`config.mk`:
```
export PLATFORM = sky130hd
export DESIGN_NAME = ds_inst_queue
export DESIGN_NICKNAME = d
export VERILOG_FILES = /design/src/rtl/ds_inst_queue_pkg.sv /design/src/rtl/ds_inst_queue.sv
export SDC_FILE = /design/constraint.sdc
export NUM_CORES = 1
export LEC_CHECK = 0
export BUFFER_PORTS_ARGS = -buffer_cell sky130_fd_sc_hd__buf_2
export CAP_MARGIN = 25
export CORE_UTILIZATION = 55
export DETAILED_ROUTE_END_ITERATION = 10
export GPL_ROUTABILITY_DRIVEN = 0
export PLACE_DENSITY = 0.8
export RECOVER_POWER = 100
export SETUP_SLACK_MARGIN = 0.3
export SYNTH_ARGS = -nofsm -noshare
export SYNTH_HDL_FRONTEND = slang
export SYNTH_SLANG_ARGS = --single-unit
```
`constraint.sdc`:
```
create_clock -name clk -period 6.77 [get_ports clk]
set_input_delay 1.354 -clock clk [delete_from_list [all_inputs] [get_ports clk]]
set_output_delay 1.354 -clock clk [all_outputs]
set_load 0.1 [all_outputs]
```
`src/rtl/ds_inst_queue_pkg.sv`:
```
// Shared widths and state-update kinds for the fetch-to-decode instruction queue.
// Widths mirror FS_TO_DS_BUS_WD / FS_EX_BUS_WD from mycpu.h.
package ds_inst_queue_pkg;

  localparam int FS_TO_DS_BUS_WD = 64;
  localparam int FS_EX_BUS_WD    = 8;

  typedef enum logic [2:0] {
    UPD_NORMAL,
    UPD_CLEAR,
    UPD_SQ_POP,
    UPD_SQ_KEEP,
    UPD_SQ_FILL,
    UPD_SQ_PEND
  } dq_upd_e;

endpackage

```
`src/rtl/ds_inst_queue.sv`:
```
// DEPTH-entry queue between fetch and decode with flush and delay-slot-preserving squash.
// Defining DQ_BYPASS_EN adds a combinational fetch-to-decode path when the queue is empty.
module ds_inst_queue
  import ds_inst_queue_pkg::*;
#(
  parameter int DEPTH   = 4,
  parameter int DATA_WD = FS_TO_DS_BUS_WD,
  parameter int EX_WD   = FS_EX_BUS_WD
) (
  input  logic                       clk,
  input  logic                       reset,
  input  logic                       fs_to_ds_valid,
  input  logic [DATA_WD-1:0]         fs_to_ds_bus,
  input  logic [EX_WD-1:0]           fs_ex_bus,
  output logic                       dq_allowin,
  output logic                       dq_to_ds_valid,
  output logic [DATA_WD-1:0]         dq_to_ds_bus,
  output logic [EX_WD-1:0]           dq_ex_bus,
  input  logic                       ds_allowin,
  input  logic                       flush,
  input  logic                       br_squash,
  output logic [$clog2(DEPTH):0]     dq_count
);

  localparam int PW = $clog2(DEPTH);
  localparam int CW = PW + 1;
  localparam int EW = EX_WD + DATA_WD;

  logic [EW-1:0] mem_q [DEPTH];
  logic [PW-1:0] rd_ptr_q, rd_ptr_d;
  logic [PW-1:0] wr_ptr_q, wr_ptr_d;
  logic [CW-1:0] count_q, count_d;
  logic          pend_ds_q, pend_ds_d;
  logic          q_nonempty, bypass, push, pop, pop_mem, wr_en;
  dq_upd_e       upd;

  assign q_nonempty = (count_q != '0);
  assign dq_allowin = (count_q < CW'(DEPTH));
  assign dq_count   = count_q;

`ifdef DQ_BYPASS_EN
  assign bypass = ~q_nonempty & fs_to_ds_valid & ~flush;
  assign {dq_ex_bus, dq_to_ds_bus} = bypass ? {fs_ex_bus, fs_to_ds_bus} : mem_q[rd_ptr_q];
`else
  assign bypass = 1'b0;
  assign {dq_ex_bus, dq_to_ds_bus} = mem_q[rd_ptr_q];
`endif

  assign dq_to_ds_valid = q_nonempty | bypass;
  assign push    = fs_to_ds_valid & dq_allowin;
  assign pop     = dq_to_ds_valid & ds_allowin;
  assign pop_mem = pop & q_nonempty;

  // On squash the entry right behind the branch is the delay slot; it must survive.
  always_comb begin
    upd = UPD_NORMAL;
    if (reset || flush) begin
      upd = UPD_CLEAR;
    end else if (br_squash) begin
      if (pop)             upd = UPD_SQ_POP;
      else if (q_nonempty) upd = UPD_SQ_KEEP;
      else if (push)       upd = UPD_SQ_FILL;
      else                 upd = UPD_SQ_PEND;
    end
  end

  always_comb begin
    count_d   = count_q;
    rd_ptr_d  = rd_ptr_q;
    wr_ptr_d  = wr_ptr_q;
    pend_ds_d = pend_ds_q;
    wr_en     = 1'b0;
    case (upd)
      UPD_CLEAR: begin
        count_d   = '0;
        rd_ptr_d  = '0;
        wr_ptr_d  = '0;
        pend_ds_d = 1'b0;
      end
      UPD_SQ_POP: begin
        rd_ptr_d  = pop_mem ? rd_ptr_q + PW'(1) : rd_ptr_q;
        wr_ptr_d  = rd_ptr_d;
        count_d   = '0;
        pend_ds_d = 1'b0;
      end
      UPD_SQ_KEEP: begin
        wr_ptr_d = rd_ptr_q + PW'(1);
        count_d  = CW'(1);
      end
      UPD_SQ_FILL: begin
        wr_en     = 1'b1;
        wr_ptr_d  = wr_ptr_q + PW'(1);
        count_d   = CW'(1);
        pend_ds_d = 1'b0;
      end
      UPD_SQ_PEND: begin
        pend_ds_d = 1'b1;
      end
      default: begin
        // A bypassed entry that decode takes immediately never touches storage.
        wr_en    = push & ~(bypass & pop);
        wr_ptr_d = wr_en ? wr_ptr_q + PW'(1) : wr_ptr_q;
        rd_ptr_d = pop_mem ? rd_ptr_q + PW'(1) : rd_ptr_q;
        count_d  = count_q + CW'(wr_en) - CW'(pop_mem);
        if (push) pend_ds_d = 1'b0;
      end
    endcase
  end

  always_ff @(posedge clk) begin
    if (reset) begin
      count_q   <= '0;
      rd_ptr_q  <= '0;
      wr_ptr_q  <= '0;
      pend_ds_q <= 1'b0;
    end else begin
      count_q   <= count_d;
      rd_ptr_q  <= rd_ptr_d;
      wr_ptr_q  <= wr_ptr_d;
      pend_ds_q <= pend_ds_d;
    end
  end

  always_ff @(posedge clk) begin
    if (wr_en) mem_q[wr_ptr_q] <= {fs_ex_bus, fs_to_ds_bus};
  end

endmodule

```
### Word-level counts from Yosys, hierarchy flattened

Memories as Yosys holds them, arrays and structs flattened. A register that Yosys moved wholly into a read port is not among the register bits.
Index checks and enable logic that the tools add are counted.

| word-level totals | value |
|---|---|
| register bits | 7 |
| bits in latches | 0 |
| memory bits (writable) | 288 |
| memory bits (read-only) | 0 |
| input port bits | 78 |
| memories | 1 |

Memory list:

| name | depth | width | rd ports | clocked after Yosys merged registers in | wr ports | RTL line | RTL |
|---|---|---|---|---|---|---|---|
| mem_q | 4 | 72 | 1 | 1 | 1 | ds_inst_queue.sv:29 | `logic [EW-1:0] mem_q [DEPTH];` |

| cells by class | value |
|---|---|
| add/sub/neg operators | 4 |
| multiply operators | 0 |
| divide/modulo/power cells | 0 |
| magnitude comparators | 1 |
| equal/unequal tests | 5 |
| shift operators | 0 |
| muxes and demuxes | 15 |
| bitwise logic cells | 4 |
| reductions and logical operators | 8 |

Operators by type and width:

| kind | count |
|---|---|
| $mux 3 | 4 |
| $pmux 2 s5 | 1 |
| $pmux 3 s3 | 1 |
| $mux 2 | 4 |
| $eq 3x2->1 const B | 2 |
| $eq 3x3->1 const B | 2 |
| $reduce_bool 5->1 | 1 |
| $add 2x1->2 const B | 2 |
| $pmux 2 s2 | 1 |
| $reduce_or 2->1 | 2 |
| $reduce_or 4->1 | 1 |
| $add 3x1->3 | 1 |
| $and 1x1->1 | 3 |
| $eq 3x1->1 const B | 1 |
| $lt 3x3->1 const B | 1 |
| $mux 1 | 3 |
| $reduce_bool 3->1 | 1 |
| $reduce_or 3->1 | 1 |
| $sub 3x1->3 | 1 |
| $pmux 1 s2 | 1 |
| $reduce_and 2->1 | 1 |
| $logic_or 1x1->1 | 1 |
| $not 1->1 | 1 |

### Logic depth before layout (Yosys ltp)

Gate-level depths: netlist of the first run.

| logic depth | value |
|---|---|
| depth in word-level cells | 12 |
| depth in mapped cells | 8 |
| gate-level depth less buffers | 8 |

### Least setup slack after synthesis of the first run

Ideal clock, no wire load.

| timing | value |
|---|---|
| path type | flip-flop to flip-flop |
| from | register count_q[2], in the netlist dq_count[2] |
| to | memory mem_q[0][0] (netlist bit) (enable) |
| setup time | 0.438 ns |
| data arrival time | 3.787 ns |
| required time | 6.332 ns |
| path slack | 2.545 ns |
| stages on the path, launching flop included | 5 |
| path buffers | 0 |
| clock period less this slack | 4.225 ns |
| path through | dfxtp_1 > inv_1 > o311ai_2 > nor3_1 > and2_1 |

| between the ends | value |
|---|---|
| cells in the longest elaborated chain, start to end | 12 |
| elaborated cells between the ends (all ways) | 18 |

RTL lines:

| element | RTL line | RTL |
|---|---|---|
| start: declaration | ds_inst_queue.sv:32 | `logic [CW-1:0] count_q, count_d;` |
| start signal: assignment | ds_inst_queue.sv:117 | `count_q <= count_d;` |
| $lt 3x3->1 * | ds_inst_queue.sv:38 | `assign dq_allowin = (count_q < CW'(DEPTH));` |
| via dq_allowin | ds_inst_queue.sv:15 | `output logic dq_allowin,` |
| $and 1x1->1 * | ds_inst_queue.sv:50 | `assign push = fs_to_ds_valid & dq_allowin;` |
| $mux 1 | ds_inst_queue.sv:62 | `else if (push) upd = UPD_SQ_FILL;` |
| $mux 3 | ds_inst_queue.sv:61 | `else if (q_nonempty) upd = UPD_SQ_KEEP;` |
| $mux 3 | ds_inst_queue.sv:60 | `if (pop) upd = UPD_SQ_POP;` |
| $mux 3 | ds_inst_queue.sv:59 | `end else if (br_squash) begin` |
| $mux 3 | ds_inst_queue.sv:57 | `if (reset \|\| flush) begin` |
| $eq 3x3->1 (tied with other cells) | ds_inst_queue.sv:73 | `case (upd)` |
| $reduce_or 4->1 (no source line) | n/a |  |
| $pmux 1 s2 * | ds_inst_queue.sv:73 |  |
| $mux 1 * | ds_inst_queue.sv:125 | `if (wr_en) mem_q[wr_ptr_q] <= {fs_ex_bus, fs_to_ds_bus};` |
| $mux 1 (not written as such) * | ds_inst_queue.sv:125 |  |
| end: declaration | ds_inst_queue.sv:29 |  |

Mark *: on every way through the listed nets, which the timed path passes. The rest lies on a longest branch.

==> run metrics, run 1 <==
gr usage total=19.0%; Synth Instances=431; endpoints failing setup=0; Die Y=144 µm; Layout area overhead=17.2%; Mapped Nets=516; vias in the first global route=5098; critical path class=flip-flop to output pin; fmax=213 MHz; share of cells above drive strength 1=12.8%; crit path max-delay cell type=clkbuf_1; Max transition margin=-81.6%; PwrDens=304 nW/µm²; fin crit period=4.69 ns; fill count=1357; DR pass1 iterations=5; n_diodes=0; period utilization=69.2%; first-pass GRT wire length=28.8 mm; post-synth cell types=27; CP endpoint kind=output pin; clk_lat worst skew=0.55 ns; critical path, cell by cell=buf_4 -> mux4_1 -> clkbuf_1; delay-heaviest family, CP=buffers and inverters; CTS H-tree lvls=1; WP data arrival=3.33 ns; via count=5017; worst vdd ir=215 µV; P_leak=4.06 nW; Placed Cells=838; synthesized area=11100 µm²; largest net degree at the start of global routing=73; Post-Layout Cell Count=892; DR DRC count=0; Core Region=19700 µm²; drt initial violations=339; Nets=690; failing checks=max-capacitance violations, max-slew violations; TritonCTS Sinks=297; Post-synth ARST share=0%; postcts setup bufs=0; crit start category=flip-flop; Post-Place Setup Slack=2.91 ns; worst-case clock buffer depth=3; Mapped Avg Cell Area=25.8 µm²; final worst slack=2.08 ns; Final HPWL DP=11.5 mm; top cells by area, synth=edfxtp_1, mux4_1, mux4_2, dfxtp_1, buf_6; setup TNS=0 ns; number of synthesized flops with an enable pin=288; DR vias/cell=5.62; Clock transition at path regs=0.06 ns; CTS Buf Count=30; sequential area share after synthesis=79.5%; flops & latches, synth=297; RSZ-0062 raised after global routing=false; worst hold path type=flip-flop to flip-flop; Slew Viols, Final=109; starting density of the core=56.5%; antenna violations before repair=0; number of cell rows=51; CTS tree=yes; # IOs=155; WP data required=5.42 ns; die area=20800 µm²; Worst-Margin Slew=2.72 ns; CTS Hold Buffers Added=0; wire per inst=22.0 µm; Max-Cap Viols=4; Remaining Overflow, GRT=0; Die X=144 µm; Fin. Hold Viols=0; Yosys warnings=0; IO Port Bufs=154; status=finished, violations left; share of the synthesized area in the top cell type=77.9%; Clock Skew=0.0259 ns; Main synth FF type=edfxtp_1; largest fanout on the critical path=39; WL final=19.6 mm; Yosys top cell by area=edfxtp_1; Routed Antenna Nets=0; CP peak stage delay=0.88 ns; crit path buf inv count=2; CTS resizes=0; clk root buf=clkbuf_16
==> synthesized netlist by cell type, drive strengths merged (2+ instances only) <==
cell type	instances
mux4	72
xnor2	5
a21oi	2
nand2	2
a211oi	2
inv	7
and2	4
nor3	2
buf	16
edfxtp	288
dfxtp	9
ha	6
nor2	5
==> worst paths after layout <==
path | slack (ns) | to | cells after the start | startpoint
worst min register to register | 0.59 | wr_ptr_q[0]$_SDFFE_PP0P_ | 1 | rd_ptr_q[0]$_SDFFE_PP0N_
worst max register to register | 2.91 | mem_q[1][49]$_DFFE_PP_ | 5 | dq_count[1]$_SDFFE_PP0P_
worst max-delay path | 2.08 | dq_to_ds_bus[51] | 3 | flip-flop
worst min-delay path | 0.59 | wr_ptr_q[0]$_SDFFE_PP0P_ | 1 | rd_ptr_q[0]$_SDFFE_PP0N_
==> metal layers <==
metal,GRT usage (%),share of wire (%),up-vias
li1,-,-,2234
met3,3.84,6.2,23
met1,26.0,42,2578
met4,4.37,1.5,0
met2,31.8,50,182
met5,0,0,-
==> where the power goes <==
part / switching, W / leakage (nW) / total (W) / internal, W
registers: 0.00000959 / 2.67 / 0.00205 / 0.00204
clock network: 0.000639 / 0.488 / 0.00165 / 0.00101
logic: 0.000207 / 0.896 / 0.000254 / 0.0000478
total: 0.000855 / 4.06 / 0.00396 / 0.00310
==> flip-flops by register name (all words and copies together) (netlist names), named ones only <==
name and cells:
dq_count 3, mem_q 288, rd_ptr_q 2, wr_ptr_q 2
==> final cells by class <==
type / count / area (µm²) / area share (%)
sequential: 297 / 8840 / 67.9
multi-input combinational: 110 / 2100 / 16.2
clock buffer: 39 / 795 / 6.11
timing repair buffer: 159 / 703 / 5.41
tap: 265 / 332 / 2.55
clock inverter: 15 / 210 / 1.62
inverter: 7 / 26.3 / 0.202
==> cells by family (layout without fill, tap and decap cells) <==
logic type | after synthesis | count (layout) | share of synthesized area (%)
and+or+nand+nor | 16 | 16 | 0.733
xor gates and xnor gates | 6 | 6 | 0.473
buffers and inverters | 24 | 220 | 1.44
muxes | 73 | 73 | 16.4
AOI/OAI and AO/OA | 8 | 8 | 0.586
DFF | 297 | 297 | 79.5
adders and majority gates | 7 | 7 | 0.857
==> worst register-to-register path, stage by stage (launching register included) <==
cell      delay [ns]
dfxtp_1         0.36
nor2_1          0.19
o311ai_0        0.23
nor3_1          0.39
and2_0          2.02
buf_16          0.30
==> layout by cell type (no fill, tap or decap), types with 3 or more instances in the layout <==
cell and instances:
mux4_2 23, clkinv_2 5, dfxtp_1 7, ha_1 6, and2_0 4, clkbuf_1 156, buf_2 6, nor2_1 5
xnor2_1 5, edfxtp_1 288, clkinv_1 3, buf_16 4, bufinv_16 5, mux4_1 49, inv_1 6, clkbuf_16 30
==> per-stage QoR <==
stage | hold slack (ns) | cell area [µm²] | total power, W | utilization [%]
global route | 0.615 | 13000 | 0.00407 | 66.2
global placement | 0.511 | 12100 | 0.00234 | 61.5
floorplan | 0.499 | 11100 | 0.00228 | -
detailed placement | 0.562 | 12200 | 0.00235 | 62.1
finish | 0.587 | 13000 | 0.00396 | 66.2
CTS | 0.586 | 13200 | 0.00400 | 67.2
Note: power is estimated with default switching activity, not from simulation.
==> run 2: changes to the inputs <==
--- a/config.mk
+++ b/config.mk
@@ -7,10 +7,10 @@
 export LEC_CHECK = 0
 export BUFFER_PORTS_ARGS = -buffer_cell sky130_fd_sc_hd__buf_2
 export CAP_MARGIN = 25
-export CORE_UTILIZATION = 55
+export CORE_UTILIZATION = 51
 export DETAILED_ROUTE_END_ITERATION = 10
 export GPL_ROUTABILITY_DRIVEN = 0
-export PLACE_DENSITY = 0.8
+export PLACE_DENSITY = 0.78
 export RECOVER_POWER = 100
 export SETUP_SLACK_MARGIN = 0.3
 export SYNTH_ARGS = -nofsm -noshare
==> constraint.sdc (replaced) <==
create_clock -name clk -period 4.3 [get_ports clk]
set_input_delay 0.86 -clock clk [delete_from_list [all_inputs] [get_ports clk]]
set_output_delay 0.86 -clock clk [all_outputs]
set_load 0.1 [all_outputs]
==> run metrics, run 2 (same netlist as run 1, synthesis figures left out) <==
status=finished, violations left; failing checks=max-capacitance violations, max-slew violations; Remaining Overflow, GRT=0; Core Region=21200 µm²; worst r2r src=dq_count[1]$_SDFFE_PP0P_; WP data arrival=2.90 ns; Clock transition at path regs=0.06 ns; max reg flops=288; largest net degree at the start of global routing=73; Max transition margin=-49.5%; Fin. Hold Viols=0; vias in the first global route=5231; P_leak=3.98 nW; Clock Skew=0.00995 ns; Hold Path End=wr_ptr_q[0]$_SDFFE_PP0P_; Layout area overhead=15.7%; starting density of the core=52.5%; crit start category=flip-flop; Die Y=150 µm; P_sw=0.00130 W; number of cell rows=53; fin crit period=3.76 ns; Die X=150 µm; CTS Hold Buffers Added=0; DR pass1 iterations=4; CP endpoint kind=output pin; CTS tree=yes; gr usage total=18.6%; critical path class=flip-flop to output pin; Core Util, Final=60.7%; setup TNS=0 ns; Worst-Margin Slew=2.24 ns; Top reg by flops=mem_q; hold depth=1; worst vdd ir=233 µV; largest fanout on the critical path=38; endpoints failing setup=0; DR DRC count=0; switching share of power=22.1%; first-pass GRT wire length=30.0 mm; crit path max-delay cell type=clkbuf_1; TritonCTS Sinks=297; worst hold start=rd_ptr_q[0]$_SDFFE_PP0N_; delay-heaviest family, CP=buffers and inverters; antenna violations before repair=1; clock network fraction of design power=38.5%; share of cells above drive strength 1=12.0%; wire per inst=22.7 µm; commonest non-fill, non-tap cell in the layout=edfxtp_1; Slew Viols, Final=105; die area=22400 µm²; worst-case clock buffer depth=3; Final HPWL DP=12.3 mm; drt initial violations=317; R2R cell count=5; clk root buf=clkbuf_16; DR vias/cell=5.55; PwrDens=460 nW/µm²; clk_lat worst skew=0.53 ns; postcts setup bufs=0; CTS Buf Count=28; RSZ-0062 raised after global routing=false; fmax=266 MHz; CP peak stage delay=0.88 ns; WP data required=3.44 ns; via count=5005; sequential power share=54.6%; Routed Antenna Nets=0; FF-to-FF setup slack=0.67 ns; period utilization=87.5%; CTS H-tree lvls=1; critical path, cell by cell=buf_12 -> mux4_1 -> clkbuf_1; crit path buf inv count=2; worst hold path type=flip-flop to flip-flop; # IOs=155; Cell Int Power=0.00460 W; reg2reg end=mem_q[2][62]$_DFFE_PP_; IO Port Bufs=154; Max-Cap Viols=3; WL final=20.5 mm; most frequent cells in the layout=edfxtp_1, clkbuf_1, mux4_1, clkbuf_16, mux4_2; Nets=688; Comb power frac=6.8%; CTS resizes=0
run 2: per-stage QoR:
| stage | power, W | cell area (µm²) | instances | hold slack, ns | setup WS (ns) |
|---|---|---|---|---|---|
| 3_5_place_dp | 0.00371 | 12200 | 848 | 0.537 | 1.22 |
| 4_1_cts | 0.00597 | 13100 | 900 | 0.531 | 0.713 |
| 3_3_place_gp | 0.00369 | 12200 | 848 | 0.519 | 1.31 |
| 6_report | 0.00590 | 12800 | 901 | 0.547 | 0.536 |
| 2_1_floorplan | 0.00359 | 11100 | 431 | 0.499 | 0.801 |
| 5_1_grt | 0.00608 | 12800 | 900 | 0.586 | 0.388 |
run 2: layer usage:
layer / wire length (µm) / vias to the layer above / track usage [%]
li1: - / 2227 / -
met3: 1790 / 19 / 5.49
met4: 212 / 2 / 4.18
met5: 13 / - / 0
met1: 8220 / 2550 / 24.4
met2: 10200 / 207 / 30.7
run 2: how the worst max path moves through the flow:
| stage | end | depth (start not counted) |
|---|---|---|
| floorplan | dq_to_ds_valid | 2 |
| global placement | dq_to_ds_bus[43] | 3 |
| detailed placement | mem_q[0][0]$_DFFE_PP_ | 5 |
| CTS | dq_to_ds_bus[24] | 3 |
| global route | mem_q[2][38]$_DFFE_PP_ | 5 |
| finish | dq_to_ds_bus[24] | 3 |
run 2: layout make-up:
class	count	area (µm²)
fillers	1514	8310
multi-input cells	110	2110
inverters	7	26.3
flip-flops and latches	297	8840
diodes	1	2.50
repair buffers	159	673
clock buffers	41	781
well taps	275	344
clock inverters	11	76.3
run 2: power groups by stage:
stage / clock network (W) / logic [W] / registers, W
detailed placement: 0 / 0.000423 / 0.00329
CTS: 0.00232 / 0.000424 / 0.00323
global placement: 0 / 0.000411 / 0.00328
global route: 0.00243 / 0.000420 / 0.00323
floorplan: 0 / 0.000305 / 0.00329
finish: 0.00227 / 0.000404 / 0.00323
